File: src/rtl/hdmi_video_timing.sv
// Raster timing generator with fixed-latency pixel fetch for the HDMI encoder stage.
// Latency: req_* one clock after the counters; active/h_sync/v_sync/rgb PIXEL_LATENCY clocks after req_*.
// Backpressure: none; the pixel source must return pix_data exactly PIXEL_LATENCY clocks after each request.
//
// Ports:
//   clk, reset_n         pixel clock, synchronous active-low reset
//   req_valid/req_x/req_y pixel request to the upstream source (coordinates hold while idle)
//   pix_data             {R,G,B} returned by the source
//   frame_start          one-clock pulse when the counters are at (0,0)
//   active/h_sync/v_sync/rgb  encoder-facing timing and pixel, mutually aligned
module hdmi_video_timing #(
   parameter int H_ACTIVE      = 640,
   parameter int H_FRONT       = 16,
   parameter int H_SYNC        = 96,
   parameter int H_BACK        = 48,
   parameter int V_ACTIVE      = 480,
   parameter int V_FRONT       = 10,
   parameter int V_SYNC        = 2,
   parameter int V_BACK        = 33,
   parameter int H_POLARITY    = 0,
   parameter int V_POLARITY    = 0,
   parameter int PIXEL_LATENCY = 2
) (
   input  logic        clk,
   input  logic        reset_n,
   output logic        req_valid,
   output logic [11:0] req_x,
   output logic [10:0] req_y,
   input  logic [23:0] pix_data,
   output logic        frame_start,
   output logic        active,
   output logic        h_sync,
   output logic        v_sync,
   output logic [23:0] rgb
);

   localparam int H_TOTAL = H_ACTIVE + H_FRONT + H_SYNC + H_BACK;
   localparam int V_TOTAL = V_ACTIVE + V_FRONT + V_SYNC + V_BACK;

   localparam logic [11:0] H_LAST = 12'(H_TOTAL - 1);
   localparam logic [10:0] V_LAST = 11'(V_TOTAL - 1);

   // Sync region bounds, kept as int so a sync ending exactly at the
   // counter range limit cannot wrap to zero.
   localparam int HS_BEGIN = H_ACTIVE + H_FRONT;
   localparam int HS_END   = H_ACTIVE + H_FRONT + H_SYNC;
   localparam int VS_BEGIN = V_ACTIVE + V_FRONT;
   localparam int VS_END   = V_ACTIVE + V_FRONT + V_SYNC;

   localparam logic HS_ON = 1'(H_POLARITY);
   localparam logic VS_ON = 1'(V_POLARITY);

   if (H_TOTAL > 4096) begin : g_bad_h_total
      $error("hdmi_video_timing: H_TOTAL must not exceed 4096");
   end
   if (V_TOTAL > 2048) begin : g_bad_v_total
      $error("hdmi_video_timing: V_TOTAL must not exceed 2048");
   end
   if (PIXEL_LATENCY < 1 || PIXEL_LATENCY > 8) begin : g_bad_latency
      $error("hdmi_video_timing: PIXEL_LATENCY must be in 1..8");
   end

   logic [11:0] h;
   logic [10:0] v;

   logic visible;
   logic hs_cond;
   logic vs_cond;

   logic s0_hs;
   logic s0_vs;

   logic [PIXEL_LATENCY-1:0] act_d;
   logic [PIXEL_LATENCY-1:0] hs_d;
   logic [PIXEL_LATENCY-1:0] vs_d;

   // Raster counters: v advances only on the h wrap.
   always_ff @(posedge clk) begin
      if (!reset_n) begin
         h <= '0;
         v <= '0;
      end else if (h == H_LAST) begin
         h <= '0;
         v <= (v == V_LAST) ? '0 : v + 11'd1;
      end else begin
         h <= h + 12'd1;
      end
   end

   assign visible = (int'(h) < H_ACTIVE) && (int'(v) < V_ACTIVE);
   assign hs_cond = (int'(h) >= HS_BEGIN) && (int'(h) < HS_END);
   // Vertical sync looks at v alone, so it toggles on the clock h wraps.
   assign vs_cond = (int'(v) >= VS_BEGIN) && (int'(v) < VS_END);

   // Stage 0: request port plus the timing conditions that travel with it.
   always_ff @(posedge clk) begin
      if (!reset_n) begin
         req_valid   <= 1'b0;
         req_x       <= '0;
         req_y       <= '0;
         frame_start <= 1'b0;
         s0_hs       <= ~HS_ON;
         s0_vs       <= ~VS_ON;
      end else begin
         req_valid   <= visible;
         if (visible) begin
            req_x <= h;
            req_y <= v;
         end
         frame_start <= (h == 12'd0) && (v == 11'd0);
         s0_hs       <= hs_cond ? HS_ON : ~HS_ON;
         s0_vs       <= vs_cond ? VS_ON : ~VS_ON;
      end
   end

   // Delay line matching the pixel source latency, so the encoder sees
   // timing and the returned pixel for the same raster position together.
   always_ff @(posedge clk) begin
      if (!reset_n) begin
         act_d <= '0;
         hs_d  <= {PIXEL_LATENCY{~HS_ON}};
         vs_d  <= {PIXEL_LATENCY{~VS_ON}};
      end else begin
         act_d[0] <= req_valid;
         hs_d[0]  <= s0_hs;
         vs_d[0]  <= s0_vs;
         for (int i = 1; i < PIXEL_LATENCY; i++) begin
            act_d[i] <= act_d[i-1];
            hs_d[i]  <= hs_d[i-1];
            vs_d[i]  <= vs_d[i-1];
         end
      end
   end

   assign active = act_d[PIXEL_LATENCY-1];
   assign h_sync = hs_d[PIXEL_LATENCY-1];
   assign v_sync = vs_d[PIXEL_LATENCY-1];

   // The source is only trusted on active pixels; blanking is forced black.
   assign rgb = active ? pix_data : 24'h0;

endmodule

File: config.mk
export PLATFORM = sky130hd
export DESIGN_NAME = hdmi_video_timing
export DESIGN_NICKNAME = d
export VERILOG_FILES = /design/src/rtl/hdmi_video_timing.sv
export SDC_FILE = /design/constraint.sdc
export NUM_CORES = 1
export LEC_CHECK = 0
export BUFFER_PORTS_ARGS = -buffer_cell sky130_fd_sc_hd__buf_4
export CORE_ASPECT_RATIO = 1.5
export CORE_MARGIN = 2
export CORE_UTILIZATION = 45
export DETAILED_ROUTE_END_ITERATION = 10
export PLACE_DENSITY = 0.76
export SETUP_SLACK_MARGIN = 0.3
export SLEW_MARGIN = 40
export SYNTH_ARGS = -nofsm -noshare
export SYNTH_HDL_FRONTEND = slang
export SYNTH_SLANG_ARGS = --single-unit
export TNS_END_PERCENT = 10
File: constraint.sdc
create_clock -name clk -period 2.1 [get_ports clk]
set_input_delay 0.105 -clock clk [delete_from_list [all_inputs] [get_ports clk]]
set_output_delay 0.105 -clock clk [all_outputs]
set_load 0.02 [all_outputs]
==> results of run 1 <==
==> registers in the layout, summed over array words and instances (netlist names) <==
name	count
act_d	2
frame_start	1
h	12
hs_d	2
req_valid	1
req_x	12
req_y	11
s0_hs	1
s0_vs	1
v	11
vs_d	2
==> synthesized netlist by cell type (3+ instances only) <==
cell type	number
dfxtp_1	56
nor2_1	38
and2_1	27
mux2i_1	17
clkbuf_1	12
nand2_1	11
nand3_1	11
o21ai_0	11
a21oi_1	10
xnor2_1	9
inv_1	8
and3_1	6
nand4_1	5
nor4_1	5
or3_1	5
or4_1	5
ha_1	4
nand2b_1	4
o31ai_1	3
xor2_1	3
==> how the worst min path moves through the flow <==
stage / startpoint / to / slack, ps / depth (start not counted)
floorplan: reset_n / hs_d[1] / 180 / 1
global placement: s0_hs / hs_d[0] / 390 / 1
detailed placement: s0_hs / hs_d[0] / 400 / 1
CTS: reset_n / hs_d[0] / 80 / 2
global route: reset_n / vs_d[1] / 90 / 2
finish: reset_n / hs_d[0] / 90 / 2
==> worst max-delay path: cells and delay by family, from the launching register on <==
family                 cells  cell delay (ps)
DFF                        1              320
and+or+nand+nor            3             1440
AOI/OAI and AO/OA          1              160
buffers and inverters      1              190
==> per-layer routing <==
| metal | GRT usage, % | vias to the layer above |
|---|---|---|
| li1 | - | 1087 |
| met5 | 0 | - |
| met1 | 21.74 | 1011 |
| met2 | 37.37 | 85 |
| met3 | 4.332 | 11 |
| met4 | 8.152 | 0 |
==> logic make-up (layout without fill, tap and decap cells) <==
group / Yosys count / in the layout / synth area share, %
compound gates: 26 / 27 / 6.092
simple gates: 128 / 128 / 29.20
flops: 56 / 56 / 47.06
xor+xnor: 12 / 12 / 4.412
mux: 17 / 17 / 7.143
fa+ha+maj: 4 / 4 / 2.101
buf+inv: 23 / 117 / 3.991
==> power groups by stage <==
stage | Clock [mW] | Sequential, mW | Combinational [mW]
4_1_cts | 0.697 | 1.08 | 0.154
3_5_place_dp | 0 | 1.11 | 0.154
3_3_place_gp | 0 | 1.11 | 0.152
6_report | 0.689 | 1.08 | 0.158
5_1_grt | 0.742 | 1.09 | 0.171
2_1_floorplan | 0 | 1.11 | 0.0616
==> final cells by class <==
| type | instances | area (µm²) | area share, % |
|---|---|---|---|
| Clock inverter | 2 | 35.03 | 1.053 |
| Tap cell | 68 | 85.08 | 2.557 |
| Clock buffer | 6 | 72.57 | 2.181 |
| Inverter | 8 | 30.03 | 0.9026 |
| Timing Repair Buffer | 101 | 758.2 | 22.79 |
| Sequential cell | 56 | 1122 | 33.73 |
| Multi-Input combinational cell | 188 | 1224 | 36.78 |
==> metrics by stage <==
step / power (mW) / area [µm²] / setup TNS (ps) / hold WS (ps) / utilization (%)
after detailed placement: 1.262 / 3168 / 0 / 396.6 / 61.82
after floorplan: 1.176 / 2414 / -37.52 / 178.0 / -
after global placement: 1.259 / 3168 / 0 / 391.3 / 61.82
final: 1.930 / 3327 / -92.87 / 90.30 / 64.92
after CTS: 1.934 / 3276 / -5.441 / 78.57 / 63.92
after global routing: 1.998 / 3327 / -282.6 / 94.97 / 64.92
==> repair_timing <==
item / 4_1_cts / 5_1_grt
endpoints found under the setup margin: 21 / 22
buffers inserted: 0 / 1
resized for setup: 0 / 7
cloned: 0 / 1
pin swaps: 2 / 8
hold endpoints to repair: 0 / 0
==> flow_metrics.env, run 1 <==
export IMPL_status="complete, but fails checks"
export IMPL_violations="negative setup slack"
export IMPL_cts_root_buf="clkbuf_8"
export IMPL_synth_largest_area_cell="dfxtp_1"
export IMPL_worstPathArrival_ps=2410
export IMPL_routed_wl_met2_mm=3.279
export IMPL_skew_ps=6.403
export IMPL_criticalPathCategory="flop to flop"
export IMPL_grt_antenna_before_repair=0
export IMPL_maxSlewHeadroom_pct=64.95
export IMPL_synthFlopType="dfxtp_1"
export IMPL_setup_viol=2
export IMPL_dp_cells=419
export IMPL_fin_crit_ps=2174
export IMPL_die_x_um=63.41
export IMPL_area_growth_syn_to_layout_pct=39.65
export IMPL_crit_slowest_cell="or4_4"
export IMPL_grt_max_degree=26
export IMPL_syn_area_um2=2382
export IMPL_yosysUniqueCellTypes=31
export IMPL_yosys_warnings=0
export IMPL_rsz0062_at_grt="yes"
export IMPL_crit_fanout=8
export IMPL_top_layer_used="met4"
export IMPL_core_um2=5125
export IMPL_dp_worst_setup_slack_ps=11.29
export IMPL_layout_commonest_cell="buf_4"
export IMPL_drc=0
export IMPL_dp_hpwl_mm=4.366
export IMPL_htree_levels=2
export IMPL_cts_path_max_buffers=2
export IMPL_cp_cell_sequence="or4_4 -> or4_4 -> buf_4 -> or3_1 -> a21oi_1"
export IMPL_cap_violations=0
export IMPL_drt_pass1_iterations=4
export IMPL_syn_num_nets=296
export IMPL_track_usage_pct=20.11
export IMPL_netlist_area_leader_share_pct=47.06
export IMPL_endpoint_kind="flop"
export IMPL_vias=2194
export IMPL_finalMaxSlewViolations=0
export IMPL_critical_path_required_ps=2340
export IMPL_drtIter0Drc=62
export IMPL_ant_nets=0
export IMPL_grt_pass1_vias=2039
export IMPL_wire_per_inst_um=14.00
export IMPL_numCtsBuffers=5
export IMPL_io_buffers=77
export IMPL_fill_cells=447
export IMPL_met3RoutedLength_um=347
export IMPL_clk_insertion_delay_late_ps=310
export IMPL_cts_tree="done"
export IMPL_die_h_um=93.11
export IMPL_drt_wl_total_mm=6.006
export IMPL_start_util_pct=46.48
export IMPL_ioPinCount=78
export IMPL_vdd_ir_drop_max_mv=0.5371
export IMPL_start_kind="flop"
export IMPL_async_flop_share_pct=0
export IMPL_synth_edff_count=0
export IMPL_cp_slowest_stage_delay_ps=580
export IMPL_pwr_share_comb_pct=8.2
export IMPL_clkSinkCount=56
export IMPL_power_frac_seq_pct=56.1
export IMPL_grt_overflow=0
export IMPL_r2r_end="v[3]"
export IMPL_period_share_pct=103.5
export IMPL_finalHoldViolCount=0
export IMPL_r2r_start="h[11]"
export IMPL_power_switching_uw=420.7
export IMPL_n_antenna_cell=0
export IMPL_hold_path_class="input port to flop"
export IMPL_startpoint="h[11]"
export IMPL_worstMarginPinSlew_ps=525.1
export IMPL_grt_first_pass_wirelength_mm=9.515
export IMPL_ff2ff_setup_slack_ps=-70
export IMPL_drive_above_1_share_pct=33.52
export IMPL_power_density_nw_per_um2=580.1
export IMPL_r2r_cells=5
export IMPL_dieArea_um2=5904
export IMPL_finalWorstSetupSlack_ps=-74.49
export IMPL_crit_top_cell="or4_4"
export IMPL_netlist_instances=266
export IMPL_swShare_pct=21.80
export IMPL_final_cell_mix="buf_4 (101), dfxtp_1 (55), nor2_1 (38)"
export IMPL_p_leak_nw=1.399
export IMPL_ys_ff_latch=56
export IMPL_wl_met1_mm=2.268
export IMPL_pwr_share_clk_pct=35.7
export IMPL_nets=390
export IMPL_p_int_mw=1.509
export IMPL_clk_pin_slew_ps=90
export IMPL_avgSynthCellArea_um2=8.956
export IMPL_endpoint="v[3]"
export IMPL_fmax_mhz=459.9
export IMPL_gp_congestion=0.8800
export IMPL_postCtsHoldBufs=0
export IMPL_rows=32
export IMPL_final_cells=429
export IMPL_yosysSeqAreaShare_pct=47.06
export IMPL_via_per_inst=5.114
export IMPL_yosys_top_cells_area="dfxtp_1 (47%), mux2i_1 (7.1%), and2_1 (7.1%)"
No activity file was read; power rests on OpenSTA's default activity.
==> run 2: changes to the inputs <==
- ABC_AREA: unset -> 1
- CORE_UTILIZATION: 45 -> 46
==> flow_metrics.env, run 2 <==
export IMPL_status="finished clean"
export IMPL_drc=0
export IMPL_wire_per_inst_um=13.06
export IMPL_skew_ps=8.021
export IMPL_netlist_area_leader_share_pct=43.04
export IMPL_postCtsHoldBufs=0
export IMPL_met3RoutedLength_um=495
export IMPL_ant_nets=0
export IMPL_via_per_inst=4.998
export IMPL_start_util_pct=47.80
export IMPL_drtIter0Drc=116
export IMPL_synthFlopType="dfxtp_1"
export IMPL_cp_cell_sequence="nand2_1 -> inv_1 -> buf_4"
export IMPL_drt_pass1_iterations=4
export IMPL_grt_first_pass_wirelength_mm=10.74
export IMPL_synth_most_common_cell="nor2_1"
export IMPL_yosys_top_cells_area="dfxtp_1 (43%), nor2_1 (11%), nand2_1 (11%)"
export IMPL_gp_congestion=0.9653
export IMPL_maxSlewHeadroom_pct=49.19
export IMPL_dp_hpwl_mm=5.295
export IMPL_synth_largest_area_cell="dfxtp_1"
export IMPL_async_flop_share_pct=0
export IMPL_finalHoldViolCount=0
export IMPL_die_x_um=65.45
export IMPL_cts_resized=0
export IMPL_rsz0062_at_grt="no"
export IMPL_core_um2=5450
export IMPL_clkSinkCount=56
export IMPL_dieArea_um2=6294
export IMPL_critical_path_required_ps=2000
export IMPL_drt_wl_total_mm=6.894
export IMPL_nets=487
export IMPL_power_frac_seq_pct=55.5
export IMPL_grt_antenna_before_repair=0
export IMPL_ys_top_cells_by_count="nor2_1 (79), nand2_1 (78), inv_1 (59), dfxtp_1 (56), o21ai_0 (21)"
export IMPL_worstMarginPinSlew_ps=761.1
export IMPL_top_layer_used="met4"
export IMPL_routed_wl_met2_mm=3.480
export IMPL_finalWorstSetupSlack_ps=518.5
export IMPL_grt_overflow=0
export IMPL_vdd_ir_drop_max_mv=0.3679
export IMPL_avgSynthCellArea_um2=6.873
export IMPL_track_usage_pct=22.28
export IMPL_fmax_mhz=632.3
export IMPL_clk_pin_slew_ps=100
export IMPL_start_kind="flop"
export IMPL_layout_commonest_cell="buf_4"
export IMPL_reg_top3="h (12), req_x (12)"
export IMPL_grt_pass1_vias=2333
export IMPL_whs_endpoint="req_y[9]"
export IMPL_pwr_share_clk_pct=36.4
export IMPL_power_switching_uw=450.4
export IMPL_n_antenna_cell=0
export IMPL_cts_tree="done"
export IMPL_p_int_mw=1.510
export IMPL_crit_slowest_cell="dfxtp_1"
export IMPL_min_path_cells=3
export IMPL_cts_path_max_buffers=2
export IMPL_finalMaxSlewViolations=0
export IMPL_cts_root_buf="clkbuf_8"
export IMPL_hold_start="reset_n"
export IMPL_power_density_nw_per_um2=585.1
export IMPL_vias=2639
export IMPL_cap_violations=0
export IMPL_rows=33
export IMPL_io_buffers=77
export IMPL_yosysUniqueCellTypes=29
export IMPL_crit_family="flip-flops"
export IMPL_grt_max_degree=26
export IMPL_final_cell_mix="buf_4 (82), nor2_1 (79), nand2_1 (78)"
export IMPL_yosysSeqAreaShare_pct=43.04
export IMPL_p_leak_nw=1.705
export IMPL_r2r_cells=8
export IMPL_drive_above_1_share_pct=24.02
export IMPL_setup_viol=0
export IMPL_cts_setup_buffers=0
export IMPL_synth_edff_count=0
export IMPL_endpoint_kind="output pin"
export IMPL_dp_worst_setup_slack_ps=532.7
export IMPL_ys_ff_latch=56
export IMPL_crit_fanout=25
export IMPL_pwr_share_comb_pct=8.1
export IMPL_syn_area_um2=2605
export IMPL_wl_met1_mm=2.518
export IMPL_ff2ff_setup_slack_ps=530
export IMPL_die_h_um=96.17
export IMPL_cp_slowest_stage_delay_ps=830
export IMPL_hold_path_class="input port to flop"
export IMPL_period_share_pct=75.31
export IMPL_ioPinCount=78
export IMPL_numCtsBuffers=5
export IMPL_r2r_end="v[2]"
export IMPL_criticalPathCategory="flop to output pin"
export IMPL_area_growth_syn_to_layout_pct=28.63
export IMPL_syn_num_nets=409
export IMPL_yosys_warnings=0
export IMPL_clk_insertion_delay_late_ps=310
export IMPL_fin_crit_ps=1582
export IMPL_hold_ws_ps=59.02
export IMPL_cp_num_buf_inv=2
export IMPL_tns_ps=0
export IMPL_fill_cells=502
export IMPL_r2r_start="h[0]"
export IMPL_netlist_instances=379
export IMPL_swShare_pct=22.97
export IMPL_htree_levels=2
export IMPL_worstPathArrival_ps=1480
==> run 2: cell types whose count changed after synthesis, sizes merged, moves of 7 or more <==
cell,before,now
or4,7,0
nand2,11,82
nand3,11,19
clkbuf,12,5
inv,8,63
mux2i,17,0
o21ai,12,24
and2,27,0
nand4,5,12
xnor2,9,1
nor2,38,82
==> run 2: stage by stage <==
step / std cells / power (mW) / area, µm² / utilization, %
2_1_floorplan: 379 / 1.190 / 2605 / -
3_3_place_gp: 520 / 1.268 / 3239 / 59.44
3_5_place_dp: 520 / 1.272 / 3239 / 59.44
4_1_cts: 528 / 1.973 / 3351 / 61.48
5_1_grt: 528 / 2.026 / 3351 / 61.48
6_report: 528 / 1.961 / 3351 / 61.48
==> run 2: how the worst max path moves through the flow <==
| stage | startpoint | endpoint | slack [ps] | depth (start not counted) |
|---|---|---|---|---|
| after floorplan | h[0] | v[1] | 730 | 7 |
| final | act_d[1] | rgb[5] | 520 | 3 |
| after CTS | act_d[1] | rgb[5] | 520 | 3 |
| after detailed placement | h[0] | v[2] | 530 | 8 |
| after global placement | h[0] | v[2] | 580 | 8 |
| after global routing | h[1] | v[8] | 390 | 8 |
==> run 2: cell families (layout without fill, tap and decap cells) <==
logic type | count (synthesis) | after routing | share of synthesized area (%)
and+or+nand+nor | 208 | 208 | 35.35
buffers and inverters | 74 | 153 | 11.72
DFF | 56 | 56 | 43.04
AOI/OAI and AO/OA | 34 | 34 | 6.964
adders and majority gates | 4 | 4 | 1.921
xor gates and xnor gates | 3 | 3 | 1.009
==> run 2: layer usage <==
layer,global-route usage (%),up-vias
li1,-,1319
met1,22.13,1165
met2,40.65,118
met3,5.146,37
met4,14.93,0
met5,0,-
==> run 2: cell type report <==
type | count | area [µm²] | share of cell area [%]
Multi-Input combinational cell | 249 | 1179 | 35.18
Sequential cell | 56 | 1121 | 33.46
Timing Repair Buffer | 82 | 615.6 | 18.37
Inverter | 63 | 236.5 | 7.058
Tap cell | 70 | 87.58 | 2.614
Clock buffer | 6 | 72.57 | 2.166
Clock inverter | 2 | 38.79 | 1.158
==> run 2: power groups by stage <==
stage	combinational, mW	sequential (mW)	clock [mW]
final	0.159	1.09	0.714
after global routing	0.174	1.09	0.762
after CTS	0.160	1.09	0.725
after detailed placement	0.159	1.11	0
after global placement	0.156	1.11	0
after floorplan	0.0747	1.12	0
==> run 2: worst min-delay path, cell delays in order <==
cell and delay [ps]:
buf_4 140, nand2_1 60, nor2_1 30
